`src/rtl/servo_pkg.sv`:
```
`default_nettype none
// +----------------------------------------------------------------------------+
// | Package     : servo_pkg                                                    |
// | Description : Shared helpers for the hobby-servo PWM generator: derivation |
// |               of frame and pulse lengths (in clocks) from the frequency    |
// |               and microsecond parameters, plus the default counter type.   |
// | Revision    : 1.0 - initial release                                        |
// +----------------------------------------------------------------------------+
package servo_pkg;

   localparam int unsigned DEFAULT_WIDTH = 32;

   // Counter type at the default width; the top level derives its own
   // WIDTH-bit counter type from its parameter.
   typedef logic [DEFAULT_WIDTH-1:0] servo_count_t;

   // Frame length in clocks. Evaluated in 64 bits so large clock rates
   // cannot overflow during elaboration.
   function automatic longint unsigned calc_n_clks(
      input longint unsigned clock_freq,
      input longint unsigned pwm_freq
   );
      return clock_freq / pwm_freq;
   endfunction

   // Pulse length in clocks for a width given in microseconds. The product
   // (e.g. 50 MHz x 2000 us) exceeds 32 bits, hence 64-bit arithmetic.
   function automatic longint unsigned calc_pulse_clks(
      input longint unsigned clock_freq,
      input longint unsigned pulse_us
   );
      return (clock_freq * pulse_us) / 64'd1_000_000;
   endfunction

endpackage
`default_nettype wire

```
`src/rtl/servo_pulse_map.sv`:
```
`default_nettype none
// +----------------------------------------------------------------------------+
// | Module      : servo_pulse_map                                              |
// | Description : Combinational map from an 8-bit duty command to a pulse      |
// |               length in clocks:                                            |
// |                  pulse = MIN_CLKS + floor(d * (MAX_CLKS - MIN_CLKS) / 255) |
// | Ports       : i_duty_cycle  [7:0]        unsigned position command         |
// |               o_pulse_clks  [WIDTH-1:0]  pulse length in clocks            |
// | Revision    : 1.0 - initial release                                        |
// +----------------------------------------------------------------------------+
module servo_pulse_map #(
   parameter int               WIDTH    = 32,
   parameter logic [WIDTH-1:0] MIN_CLKS = '0,
   parameter logic [WIDTH-1:0] MAX_CLKS = '0
) (
   input  logic [7:0]       i_duty_cycle,
   output logic [WIDTH-1:0] o_pulse_clks
);

   // Eight extra bits hold d * span (d <= 255) without overflow.
   localparam int                 c_ext_w   = WIDTH + 8;
   localparam logic [c_ext_w-1:0] c_span    = c_ext_w'(MAX_CLKS - MIN_CLKS);
   localparam logic [c_ext_w-1:0] c_min_ext = c_ext_w'(MIN_CLKS);
   localparam logic [c_ext_w-1:0] c_div     = c_ext_w'(255);

   logic [c_ext_w-1:0] w_product;

   assign w_product = c_ext_w'(i_duty_cycle) * c_span;

   // The quotient never exceeds the span, so the sum always fits in WIDTH
   // bits and d = 255 lands exactly on MAX_CLKS.
   assign o_pulse_clks = WIDTH'(c_min_ext + (w_product / c_div));

endmodule
`default_nettype wire

```
`src/rtl/servo_controller.sv`:
```
`default_nettype none
// +----------------------------------------------------------------------------+
// | Module      : servo_controller                                             |
// | Description : Hobby-servo PWM generator. A free-running frame counter      |
// |               (default 20 ms) drives a registered output that is high for  |
// |               a pulse length mapped linearly from duty_cycle onto          |
// |               MIN_PULSE_US..MAX_PULSE_US. The duty command is sampled only |
// |               at frame boundaries so pulses are never cut or stretched.    |
// | Ports       : clock        rising-edge clock                               |
// |               reset        asynchronous, active-low                        |
// |               enable       run when 1, idle at end-of-frame when 0         |
// |               duty_cycle   [7:0] unsigned position command                 |
// |               servo_pwm    registered PWM output                           |
// |               n_clks       [WIDTH-1:0] frame length in clocks (constant)   |
// |               cycle_time   [WIDTH-1:0] current frame position              |
// | Revision    : 1.0 - initial release                                        |
// +----------------------------------------------------------------------------+
module servo_controller
   import servo_pkg::*;
#(
   parameter int unsigned CLOCK_FREQ   = 50_000_000,
   parameter int unsigned PWM_FREQ     = 50,
   parameter int unsigned MIN_PULSE_US = 1000,
   parameter int unsigned MAX_PULSE_US = 2000,
   parameter int          WIDTH        = 32
) (
   input  logic             clock,
   input  logic             reset,
   input  logic             enable,
   input  logic [7:0]       duty_cycle,
   output logic             servo_pwm,
   output logic [WIDTH-1:0] n_clks,
   output logic [WIDTH-1:0] cycle_time
);

   localparam type count_t = logic [WIDTH-1:0];

   localparam longint unsigned c_n_64   = calc_n_clks(64'(CLOCK_FREQ), 64'(PWM_FREQ));
   localparam longint unsigned c_min_64 = calc_pulse_clks(64'(CLOCK_FREQ), 64'(MIN_PULSE_US));
   localparam longint unsigned c_max_64 = calc_pulse_clks(64'(CLOCK_FREQ), 64'(MAX_PULSE_US));

   localparam count_t c_n_clks   = count_t'(c_n_64);
   localparam count_t c_last     = count_t'(c_n_64 - 64'd1);
   localparam count_t c_min_clks = count_t'(c_min_64);
   localparam count_t c_max_clks = count_t'(c_max_64);
   localparam count_t c_one      = count_t'(1);

   // Reject parameter sets that cannot produce a sensible frame.
   if ((c_min_64 < 64'd1) || (c_min_64 > c_max_64) || (c_max_64 >= c_n_64) ||
       ((WIDTH < 64) && (c_n_64 >= (64'd1 << WIDTH)))) begin : g_bad_params
      $error("servo_controller: need 1 <= MIN_CLKS <= MAX_CLKS < N_CLKS < 2**WIDTH");
   end

   count_t r_cycle_time;
   count_t r_pulse_q;
   logic   r_servo_pwm;

   count_t w_next;
   count_t w_pulse_new;
   count_t w_frame_pulse;
   logic   w_wrap;

   servo_pulse_map #(
      .WIDTH    (WIDTH),
      .MIN_CLKS (c_min_clks),
      .MAX_CLKS (c_max_clks)
   ) u_pulse_map (
      .i_duty_cycle (duty_cycle),
      .o_pulse_clks (w_pulse_new)
   );

   // N_CLKS > 1 is guaranteed, so the counter's next value is zero exactly
   // when it currently sits on the last clock of the frame.
   assign w_wrap = (r_cycle_time == c_last);
   assign w_next = w_wrap ? '0 : (r_cycle_time + c_one);

   // At the wrap edge the freshly mapped pulse must already govern the
   // output, otherwise the first clock of the frame would use the old width.
   assign w_frame_pulse = w_wrap ? w_pulse_new : r_pulse_q;

   always_ff @(posedge clock or negedge reset) begin
      if (!reset) begin
         r_cycle_time <= c_last;
         r_servo_pwm  <= 1'b0;
         r_pulse_q    <= c_min_clks;
      end else if (enable) begin
         r_cycle_time <= w_next;
         r_servo_pwm  <= (w_next < w_frame_pulse);
         if (w_wrap) begin
            r_pulse_q <= w_pulse_new;
         end
      end else begin
         // Park at end-of-frame so re-enabling starts a clean frame.
         r_cycle_time <= c_last;
         r_servo_pwm  <= 1'b0;
      end
   end

   assign servo_pwm  = r_servo_pwm;
   assign cycle_time = r_cycle_time;
   assign n_clks     = c_n_clks;

endmodule
`default_nettype wire

```
`config.mk`:
```
export PLATFORM = sky130hd
export DESIGN_NAME = servo_controller
export DESIGN_NICKNAME = d
export VERILOG_FILES = /design/src/rtl/servo_pkg.sv /design/src/rtl/servo_pulse_map.sv /design/src/rtl/servo_controller.sv
export SDC_FILE = /design/constraint.sdc
export NUM_CORES = 1
export LEC_CHECK = 0
export CORE_ASPECT_RATIO = 2
export CORE_UTILIZATION = 55
export CTS_BUF_LIST = sky130_fd_sc_hd__clkbuf_2 sky130_fd_sc_hd__clkbuf_4 sky130_fd_sc_hd__clkbuf_8
export CTS_CLUSTER_SIZE = 24
export DETAILED_ROUTE_END_ITERATION = 8
export PLACE_DENSITY = 0.79
export RECOVER_POWER = 100
export SETUP_SLACK_MARGIN = 0.05
export SYNTH_ARGS = -nofsm -noshare
export SYNTH_HDL_FRONTEND = slang
export SYNTH_SLANG_ARGS = --single-unit
```
`constraint.sdc`:
```
create_clock -name clock -period 4.9 [get_ports clock]
set_input_delay 0.735 -clock clock [delete_from_list [all_inputs] [get_ports clock]]
set_output_delay 0.735 -clock clock [all_outputs]
set_load 0.01 [all_outputs]
```
==> reports/qor.csv, run 1 <==
metric,value,unit
status,aborted with a tool error,
stop_stage,5_1_grt,
tool.error,[ERROR GRT-0116] Global routing finished with congestion. Check the congestion regions in the DRC Viewer.,
ioPinCount,76,
grt_pass1_wl,79600,um
hpwl,29100,um
synthDistinctLibCells,108,
cts_buffer_depth,2,
gp_congestion,1.06,
synth_ff_type,dfrtp_1,
synth_seq_cells,65,
synth.cell_area,0.00964,sq mm
synthTopCellsByArea,"dfrtp_1 12%, ha_1 12%, dfstp_2 4.9%, xnor2_1 4.5%, nand2_1 4.2%",
yosysSeqAreaShare,0.171,
synthCells,1206,
synth-edff-count,0,
h-tree-depth,3,
cts-hold-fix-buffers,0,
grt_usage,0.578,
synth_top_area_cell,dfrtp_1,
grt_remaining_overflow,11,
yosysMostFrequentCell,nand2_1,
synth.top_cell.area_share,0.122,
fp.dieH,189,um
grt_max_degree,39,
start_util,0.561,
synthTopCellsByCount,"107 x nand2_1, 89 x ha_1, 88 x nor2_1",
ys_async_sr_fraction,1.00,
cts-root-buf,clkbuf_8,
io_buffers,43,
cts_buffers,9,
cts_sinks,65,
synth.avg_cell_area,7.99,sq um
chipWidth,95.6,um
synth_warnings,0,
first_global_vias,14900,
core.rowCount,68,
[metal layers]
| layer | GRT usage | GRT overflow |
|---|---|---|
| met5 | 0.00298 | 0 |
| met4 | 0.668 | 9 |
| met3 | 0.331 | 0 |
| met2 | 0.846 | 2 |
| met1 | 0.496 | 0 |
[what timing repair did]
item / in CTS
gates cloned: 1
setup endpoints to repair: 18
pin swaps: 108
gates resized for setup: 197
setup buffers: 71
[metrics by stage]
stage | std cells | util | worst slack (ps) | cell area, sq um | setup TNS [ps]
floorplan | 1236 | - | -8300 | 10300 | -122130
detailed placement | 1790 | 0.777 | -9860 | 13400 | -147990
CTS | 1875 | 0.870 | -8730 | 15000 | -129260
global placement | 1790 | 0.777 | -9550 | 13400 | -143490
[cells by family after synthesis]
logic type               synth area share
buffers and inverters              0.0504
adder cells (fa/ha/maj)             0.143
other                            0.000779
XOR/XNOR                           0.0718
AND/OR/NAND/NOR                     0.273
AO/OA/AOI/OAI                       0.257
multiplexers                       0.0328
flip-flops                          0.171
==> run 2, diff against run 1 <==
- CORE_ASPECT_RATIO: 2 -> default
- CORE_UTILIZATION: 55 -> 40
- CTS_BUF_LIST: sky130_fd_sc_hd__clkbuf_2 sky130_fd_sc_hd__clkbuf_4 sky130_fd_sc_hd__clkbuf_8 -> default
- CTS_CLUSTER_SIZE: 24 -> default
- PLACE_DENSITY: 0.79 -> default
- PLACE_DENSITY_LB_ADDON: default -> 0.15
- SETUP_SLACK_MARGIN: 0.05 -> default
==> run 2 against run 1 <==
  * The flow now finishes, with violations (capacitance limit, slew limit, setup timing)
  * Synthesized cell count did not move
  * Synthesized area unchanged
==> reports/qor.csv, run 2 <==
metric,value,unit,change
grt_max_degree,66,,
clock_latency,330,ps,
fp.dieH,157,um,-17%
drtIter0Drc,739,,
path_clk_slew,50,ps,
cts-root-buf,clkbuf_16,,
status,"complete, but fails checks",,
viasPerCell,5.50,,
synth-edff-count,0,,unchanged
worst-path-max-fanout,6,,
relSlewSlack,-1.28,,
chipWidth,157,um,+64%
area_growth,64.2,%,
io_buffers,43,,unchanged
diodes,0,,
synth_warnings,0,,unchanged
violations,"capacitance limit, slew limit, setup timing",,
cts_tree,built,,
max_cap_viol_count,1,,
crit_start,duty_cycle[1],,
synth_top_area_cell,dfrtp_1,,
via_count,11100,,
critPathSlowestCell,fa_2,,
crit_type,in2reg,,
crit_arrival,13860,ps,
cts_buffers,9,,unchanged
wl_per_cell,16.4,um,
clock_skew,10.9,ps,
yosysSeqAreaShare,0.171,,unchanged
synthCells,1206,,unchanged
endpoint,servo_pwm$_DFF_PN0_,,
h-tree-depth,3,,unchanged
grt_remaining_overflow,0,,
fmax,0.0735,GHz,
slowest_delay,600,ps,
required,5150,ps,
post-route-period-util,2.78,,
synth.avg_cell_area,7.99,sq um,unchanged
core,0.0235,sq mm,
cts_buffer_depth,2,,unchanged
fin_ws,-8710,ps,
hold_viol_final,0,,
first_global_vias,10600,,
synth_ff_type,dfrtp_1,,
core.rowCount,56,,-18%
rsz0062_at_grt,yes,,
grt_usage,0.256,,
antenna_found_initial,0,,
final-max-slew-violation-count,66,,
ys_async_sr_fraction,1.00,,unchanged
r2r_start,cycle_time[0]$_DFF_PN1_,,
wl,33100,um,
cp-start-kind,primary input,,
cts_sinks,65,,unchanged
drive_gt1_frac,0.462,,
final_common_cell,buf_4,,
pre_cts_slack,-9730,ps,+124 ps
first_pass_iters,5,,
hpwl,24600,um,-15%
ioPinCount,76,,unchanged
synthTopCellsByArea,"dfrtp_1 12%, ha_1 12%, dfstp_2 4.9%, xnor2_1 4.5%, nand2_1 4.2%",,
synth.top_cell.area_share,0.122,,unchanged
finalSetupViolations,18,,
synthDistinctLibCells,108,,unchanged
hold_class,reg2reg,,
start_util,0.409,,-0.151
synthTopCellsByCount,"107 x nand2_1, 89 x ha_1, 88 x nor2_1",,
end_kind,register,,
die_area,0.0247,sq mm,
r2r_end,servo_pwm$_DFF_PN0_,,
gp_congestion,0.900,,-15%
synth_seq_cells,65,,unchanged
final_period_minus_worst_setup_slack,13610,ps,
nNetsFinal,1809,,
rrSetupSlack,560,ps,
yosysMostFrequentCell,nand2_1,,
ant_nets,0,,
tightest_slew,3420,ps,
final_cell_mix,"437 x buf_4, 96 x nand2_1, 80 x nor2_1",,
grt_pass1_wl,51800,um,
synth.cell_area,0.00964,sq mm,unchanged
drc,0,,
r2r_cells,16,,
cts-hold-fix-buffers,0,,unchanged
## run 2: worst min path at each step
stage / endpoint / start / slack, ps / cells past startpoint
2_1_floorplan: cycle_time[10]$_DFF_PN0_ / reset / 440 / 0
3_3_place_gp: r_pulse_q[6]$_DFFE_PN1P_ / r_pulse_q[6]$_DFFE_PN1P_ / 450 / 2
3_5_place_dp: r_pulse_q[6]$_DFFE_PN1P_ / r_pulse_q[6]$_DFFE_PN1P_ / 460 / 2
4_1_cts: r_pulse_q[6]$_DFFE_PN1P_ / r_pulse_q[6]$_DFFE_PN1P_ / 460 / 2
5_1_grt: r_pulse_q[22]$_DFFE_PN0P_ / r_pulse_q[22]$_DFFE_PN0P_ / 490 / 1
6_report: r_pulse_q[6]$_DFFE_PN1P_ / r_pulse_q[6]$_DFFE_PN1P_ / 460 / 2
## run 2: worst max-delay path: cells and delay by family
family | cells | cell delay (ps)
compound gates | 27 | 5500
fa+ha+maj | 6 | 1990
buf+inv | 12 | 1820
xor+xnor | 1 | 270
simple gates | 21 | 3500
## run 2: cells by family after synthesis
| group | count (synthesis) | synth area share |
|---|---|---|
| xor+xnor | 79 | 0.0718 |
| buf+inv | 90 | 0.0504 |
| other cells | 2 | 0.000779 |
| flops | 65 | 0.171 |
| compound gates | 344 | 0.257 |
| mux | 30 | 0.0328 |
| simple gates | 493 | 0.273 |
| fa+ha+maj | 103 | 0.143 |
## run 2: final cells by class
cell class	instances	area, sq um
multi-input cells	1081	9260
fillers	1884	7720
repair buffers	515	4090
flip-flops and latches	65	1650
well taps	319	399
clock buffers	13	260
inverters	25	101
clock inverters	3	65.1
## run 2: repair_timing
item / 4_1_cts / 5_1_grt
setup buffers: 51 / 49
pin swaps: 66 / 114
setup endpoints to repair: 18 / 18
resized for setup: 121 / 155
hold endpoints to repair: 0 / 0
## run 2: routing by layer
metal	global-route usage	wire length [um]	vias up
met3	0.0187	1140	32
met5	0	0	-
met1	0.362	16000	5353
met2	0.432	15700	271
li1	-	-	5461
met4	0.0379	324	0
## run 2: metrics by stage
step	hold slack, ps	area [sq um]	instances	utilization	TNS [ps]
after CTS	463	14800	1977	0.627	-125810
after global routing	491	15800	2021	0.672	-135330
final	463	15800	2021	0.672	-128930
after global placement	453	13600	1910	0.576	-142270
after floorplan	439	10300	1236	-	-122130
after detailed placement	456	13600	1910	0.576	-144910
Power of run 2 is not shown: default switching activity piles up to over one toggle a cycle in this logic, so the estimate is an artifact.
==> run 3, diff against run 2 <==
- clock period: 4.9 -> 13 ns (I/O delays scaled with it)
==> run 3 against run 2 <==
  * The run still ends with capacitance limit, slew limit, setup timing left
  * First-iteration DRC count is 0.54% lower
  * Register-to-register slack better by 7900 ps
  * Count of clock-buffer cells in the layout stayed put
  * Cell count stayed put
  * Largest cell class unchanged
  * Non-clock buffer count stayed put
  * Via count is 0.49% higher
  * Flip-flop and latch count stayed put
  * Core utilization is 0.30 points lower
  * Design area is 0.45% lower
  * Wire length is 1.3% lower
  * Worst hold slack better by 3.6 ps
  * Critical endpoint unchanged
  * Highest routed layer unchanged
==> reports/qor.csv, run 3 (synthesized netlist as in run 2, its figures left out) <==
metric,value,unit,change
crit_type,in2reg,,
finalSetupViolations,15,,-3
grt_pass1_wl,51700,um,about the same
post-route-period-util,1.15,,
core,0.0235,sq mm,unchanged
fp.dieH,157,um,unchanged
ant_nets,0,,unchanged
viasPerCell,5.53,,+0.49%
hold_class,reg2reg,,
finalSetupTns,-7800,ps,"+121,130 ps"
grt_max_degree,66,,unchanged
cpMostUsedCell,buf_4,,
chipWidth,157,um,unchanged
nFillCells,1890,,+0.32%
fin_area,0.0158,sq mm,-0.45%
first_pass_iters,6,,+1
fin_ws,-1950,ps,+6760 ps
antenna_found_initial,0,,unchanged
wl_per_cell,16.2,um,-1.3%
core.rowCount,56,,unchanged
nNetsFinal,1809,,unchanged
die_area,0.0247,sq mm,unchanged
clock_latency,330,ps,about the same
placed_cells,1914,,+0.21%
crit_arrival,15200,ps,+1340 ps
worst-path-max-fanout,7,,+1
max_cap_viol_count,2,,+1
relSlewSlack,-1.31,,-0.0304
rsz0062_at_grt,yes,,
gp_congestion,0.913,,+1.4%
first_global_vias,10500,,-1.0%
wl,32700,um,-1.3%
cts_buffer_depth,2,,unchanged
clock_skew,3.46,ps,-7.45 ps
violations,"capacitance limit, slew limit, setup timing",,
drtIter0Drc,735,,-0.54%
final_common_cell,buf_4,,
fmax,0.0669,GHz,
place_area,0.0136,sq mm,+0.22%
slowest_delay,540,ps,-60 ps
cts_sinks,65,,unchanged
h-tree-depth,3,,unchanged
area_growth,63.5,%,
critPathSlowestCell,or4_4,,
drive_gt1_frac,0.465,,+0.00235
io_buffers,43,,unchanged
hold_viol_final,0,,unchanged
end_kind,register,,
grt_usage,0.258,,+0.00194
final_cell_mix,"441 x buf_4, 98 x nand2_1, 80 x nor2_1",,
ioPinCount,76,,unchanged
cts_buffers,9,,unchanged
start_util,0.409,,unchanged
required,13250,ps,+8100 ps
status,"complete, but fails checks",,
drc,0,,unchanged
final_period_minus_worst_setup_slack,14950,ps,
tightest_slew,3470,ps,+45.6 ps
path_clk_slew,50,ps,about the same
cts_tree,built,,
hpwl,24500,um,-0.72%
final_cells,2021,,unchanged
via_count,11200,,+0.49%
cp-start-kind,primary input,,
cts-root-buf,clkbuf_16,,
diodes,0,,unchanged
grt_remaining_overflow,0,,unchanged
final-max-slew-violation-count,107,,+62%
-- run 3: changes by cell type in the layout (fill, tap and decap cells not counted), moves of 4 or more --
cell	before	now
o21ai_4	6	2
and2_0	4	20
nor3_1	21	26
buf_4	437	441
and2_1	44	28
buf_6	30	24
nor3_2	11	5
a31oi_2	2	6
o21ai_2	11	15
-- run 3: worst max-delay path: cells and delay by family --
family / cells / cell delay (ps)
XOR/XNOR: 1 / 120
AO/OA/AOI/OAI: 27 / 5460
AND/OR/NAND/NOR: 20 / 3720
adder cells (fa/ha/maj): 7 / 2150
buffers and inverters: 13 / 1740
-- run 3: area by class of cell --
type | instances | area [sq um] | share of cell area
well taps | 319 | 399 | 0.0253
repair buffers | 515 | 4090 | 0.259
inverters | 25 | 101 | 0.00643
multi-input cells | 1081 | 9220 | 0.585
clock buffers | 13 | 260 | 0.0165
flip-flops and latches | 65 | 1650 | 0.105
clock inverters | 3 | 40.0 | 0.00254
-- run 3: layer usage --
metal  routed length (um)  vias to the layer above  track usage
met3                 1270                       41       0.0275
met5                    0                        -            0
met2                15600                      283        0.437
met1                15400                     5376        0.357
met4                  466                        0       0.0402
li1                     -                     5472            -
-- run 3: timing repair --
item / 4_1_cts / 5_1_grt
pin swaps: 102 / 103
hold buffers: 0 / 0
hold endpoints to repair: 0 / 0
endpoints found under the setup margin: 18 / 18
buffers inserted: 69 / 31
resized for setup: 164 / 105
-- run 3: worst paths after layout --
path | from | end | slack (ps) | cells after the start
setup / recovery | duty_cycle[2] | servo_pwm$_DFF_PN0_ | -1950 | 68
hold / removal | r_pulse_q[6]$_DFFE_PN1P_ | r_pulse_q[6]$_DFFE_PN1P_ | 470 | 2
setup reg to reg | cycle_time[0]$_DFF_PN1_ | servo_pwm$_DFF_PN0_ | 8460 | 22
hold reg to reg | r_pulse_q[6]$_DFFE_PN1P_ | r_pulse_q[6]$_DFFE_PN1P_ | 470 | 2
max in group asynchronous | reset | r_pulse_q[25]$_DFFE_PN0P_ | 8150 | 2
min in group asynchronous | reset | cycle_time[12]$_DFF_PN0_ | 2900 | 2
-- run 3: metrics by stage --
stage | hold WS (ps) | util | setup WS, ps
floorplan | 450 | - | -1420
global placement | 463 | 0.577 | -2620
detailed placement | 471 | 0.577 | -2750
CTS | 474 | 0.641 | -1690
global route | 480 | 0.669 | -2440
finish | 467 | 0.669 | -1950
Power of run 3 is left out for the same reason.
==> run 4, diff against run 3 <==
- SKIP_LAST_GASP: default -> 1
==> run 4 against run 3 <==
  * The run still ends with capacitance limit, slew limit, setup timing left
  * Clock skew barely moved
  * Global-route usage stayed put
  * Critical endpoint unchanged
  * Fmax barely moved
  * Worst setup slack got worse by 2.9 ps
  * Core utilization barely moved
  * Critical path depth unchanged
  * Largest cell class unchanged
  * Design area hardly changed
==> reports/qor.csv, run 4 (synthesized netlist as in run 2, its figures left out) <==
metric,value,unit,change
chipWidth,157,um,unchanged
critPathSlowestCell,fa_1,,
final-max-slew-violation-count,107,,unchanged
pre_cts_slack,-2750,ps,unchanged
cts_buffer_depth,2,,unchanged
crit_type,in2reg,,
die_area,0.0247,sq mm,unchanged
wl_per_cell,16.2,um,+0.20%
grt_usage,0.258,,unchanged
finalSetupTns,-7750,ps,+51.4 ps
viasPerCell,5.54,,+0.24%
clock_latency,330,ps,about the same
slowest_delay,530,ps,about the same
hold_viol_final,0,,unchanged
met3_usage,0.0275,,unchanged
cts_sinks,65,,unchanged
start_util,0.409,,unchanged
crit_arrival,15200,ps,about the same
antenna_found_initial,0,,unchanged
final_common_cell,buf_4,,
post-route-period-util,1.15,,about the same
core,0.0235,sq mm,unchanged
gp_congestion,0.913,,unchanged
fin_ws,-1960,ps,-2.89 ps
end_kind,register,,
drtIter0Drc,660,,-10%
wl,32800,um,+0.20%
violations,"capacitance limit, slew limit, setup timing",,
crit_family,compound AO/OA/AOI/OAI gates,,
fin_hold_ws,469,ps,+1.46 ps
ioPinCount,76,,unchanged
nFillCells,1893,,+0.16%
cts-hold-fix-buffers,0,,unchanged
cp-start-kind,primary input,,
tightest_slew,3460,ps,-7.86 ps
diodes,0,,unchanged
rsz0062_at_grt,yes,,
cpMostUsedCell,buf_4,,
first_pass_iters,6,,unchanged
io_buffers,43,,unchanged
met1_usage,0.357,,unchanged
h-tree-depth,3,,unchanged
cts_tree,built,,
clock_skew,3.90,ps,+0.447 ps
nNetsFinal,1809,,unchanged
status,"complete, but fails checks",,
cts_buffers,9,,unchanged
finalSetupViolations,15,,unchanged
hpwl,24500,um,unchanged
relSlewSlack,-1.31,,+0.00524
grt.met2_usage,0.437,,unchanged
cts-root-buf,clkbuf_16,,
path_buf_inv,13,,unchanged
final_cell_mix,"441 x buf_4, 98 x nand2_1, 81 x nor2_1",,
drc,0,,unchanged
grt_remaining_overflow,0,,unchanged
top_usage_layer,met2,,
grt_max_degree,66,,unchanged
fp.dieH,157,um,unchanged
ant_nets,0,,unchanged
final_period_minus_worst_setup_slack,14960,ps,+2.89 ps
drive_gt1_frac,0.463,,-0.00176
required,13250,ps,about the same
via_count,11200,,+0.24%
path_clk_slew,50,ps,about the same
worst-path-max-fanout,7,,unchanged
grt_pass1_wl,51700,um,unchanged
area_growth,63.4,%,about the same
hold_class,reg2reg,,
core.rowCount,56,,unchanged
fmax,0.0669,GHz,about the same
first_global_vias,10500,,unchanged
max_cap_viol_count,2,,unchanged
==> run 4: cell counts in the layout (fill, tap and decap cells not counted) <==
Identical to the previous run, type by type.
==> run 4: area by class of cell <==
class | count | area, sq um | share of cell area
flip-flops and latches | 65 | 1650 | 0.105
clock inverters | 3 | 40.0 | 0.00254
inverters | 25 | 101 | 0.00644
clock buffers | 13 | 260 | 0.0165
repair buffers | 515 | 4090 | 0.260
multi-input cells | 1081 | 9210 | 0.585
well taps | 319 | 399 | 0.0253
==> run 4: stage by stage <==
stage                     area (sq um)  utilization  std cells
after global placement           13600        0.577       1914
after global routing             15700        0.669       2021
after detailed placement         13600        0.577       1914
final                            15700        0.669       2021
after CTS                        15100        0.641       1996
after floorplan                  10300            -       1236
==> run 4: routing by layer <==
layer	vias to the layer above	part of all wire
li1	5473	-
met1	5401	0.47
met2	281	0.48
met3	44	0.040
met4	0	0.014
met5	-	0
==> run 4: tightest hold or removal path, delay by kind of cell, from the launching register on <==
kind	cells	cell delay [ps]
DFF	1	360
and+or+nand+nor	1	60
AOI/OAI and AO/OA	1	50
==> run 4: repair_timing <==
action,4_1_cts,5_1_grt
setup buffers,69,31
resized for setup,163,102
pin swaps,102,101
endpoints found under the setup margin,18,18
==> run 4: worst paths after layout <==
path	start	endpoint	slack, ps	cells after the start
setup / recovery	duty_cycle[2]	servo_pwm$_DFF_PN0_	-1960	68
hold / removal	r_pulse_q[4]$_DFFE_PN1P_	r_pulse_q[4]$_DFFE_PN1P_	470	2
setup reg to reg	cycle_time[0]$_DFF_PN1_	servo_pwm$_DFF_PN0_	8450	22
hold reg to reg	r_pulse_q[4]$_DFFE_PN1P_	r_pulse_q[4]$_DFFE_PN1P_	470	2
max in group asynchronous	reset	servo_pwm$_DFF_PN0_	8160	2
min in group asynchronous	reset	cycle_time[12]$_DFF_PN0_	2900	2
Power of run 4 is left out for the same reason.
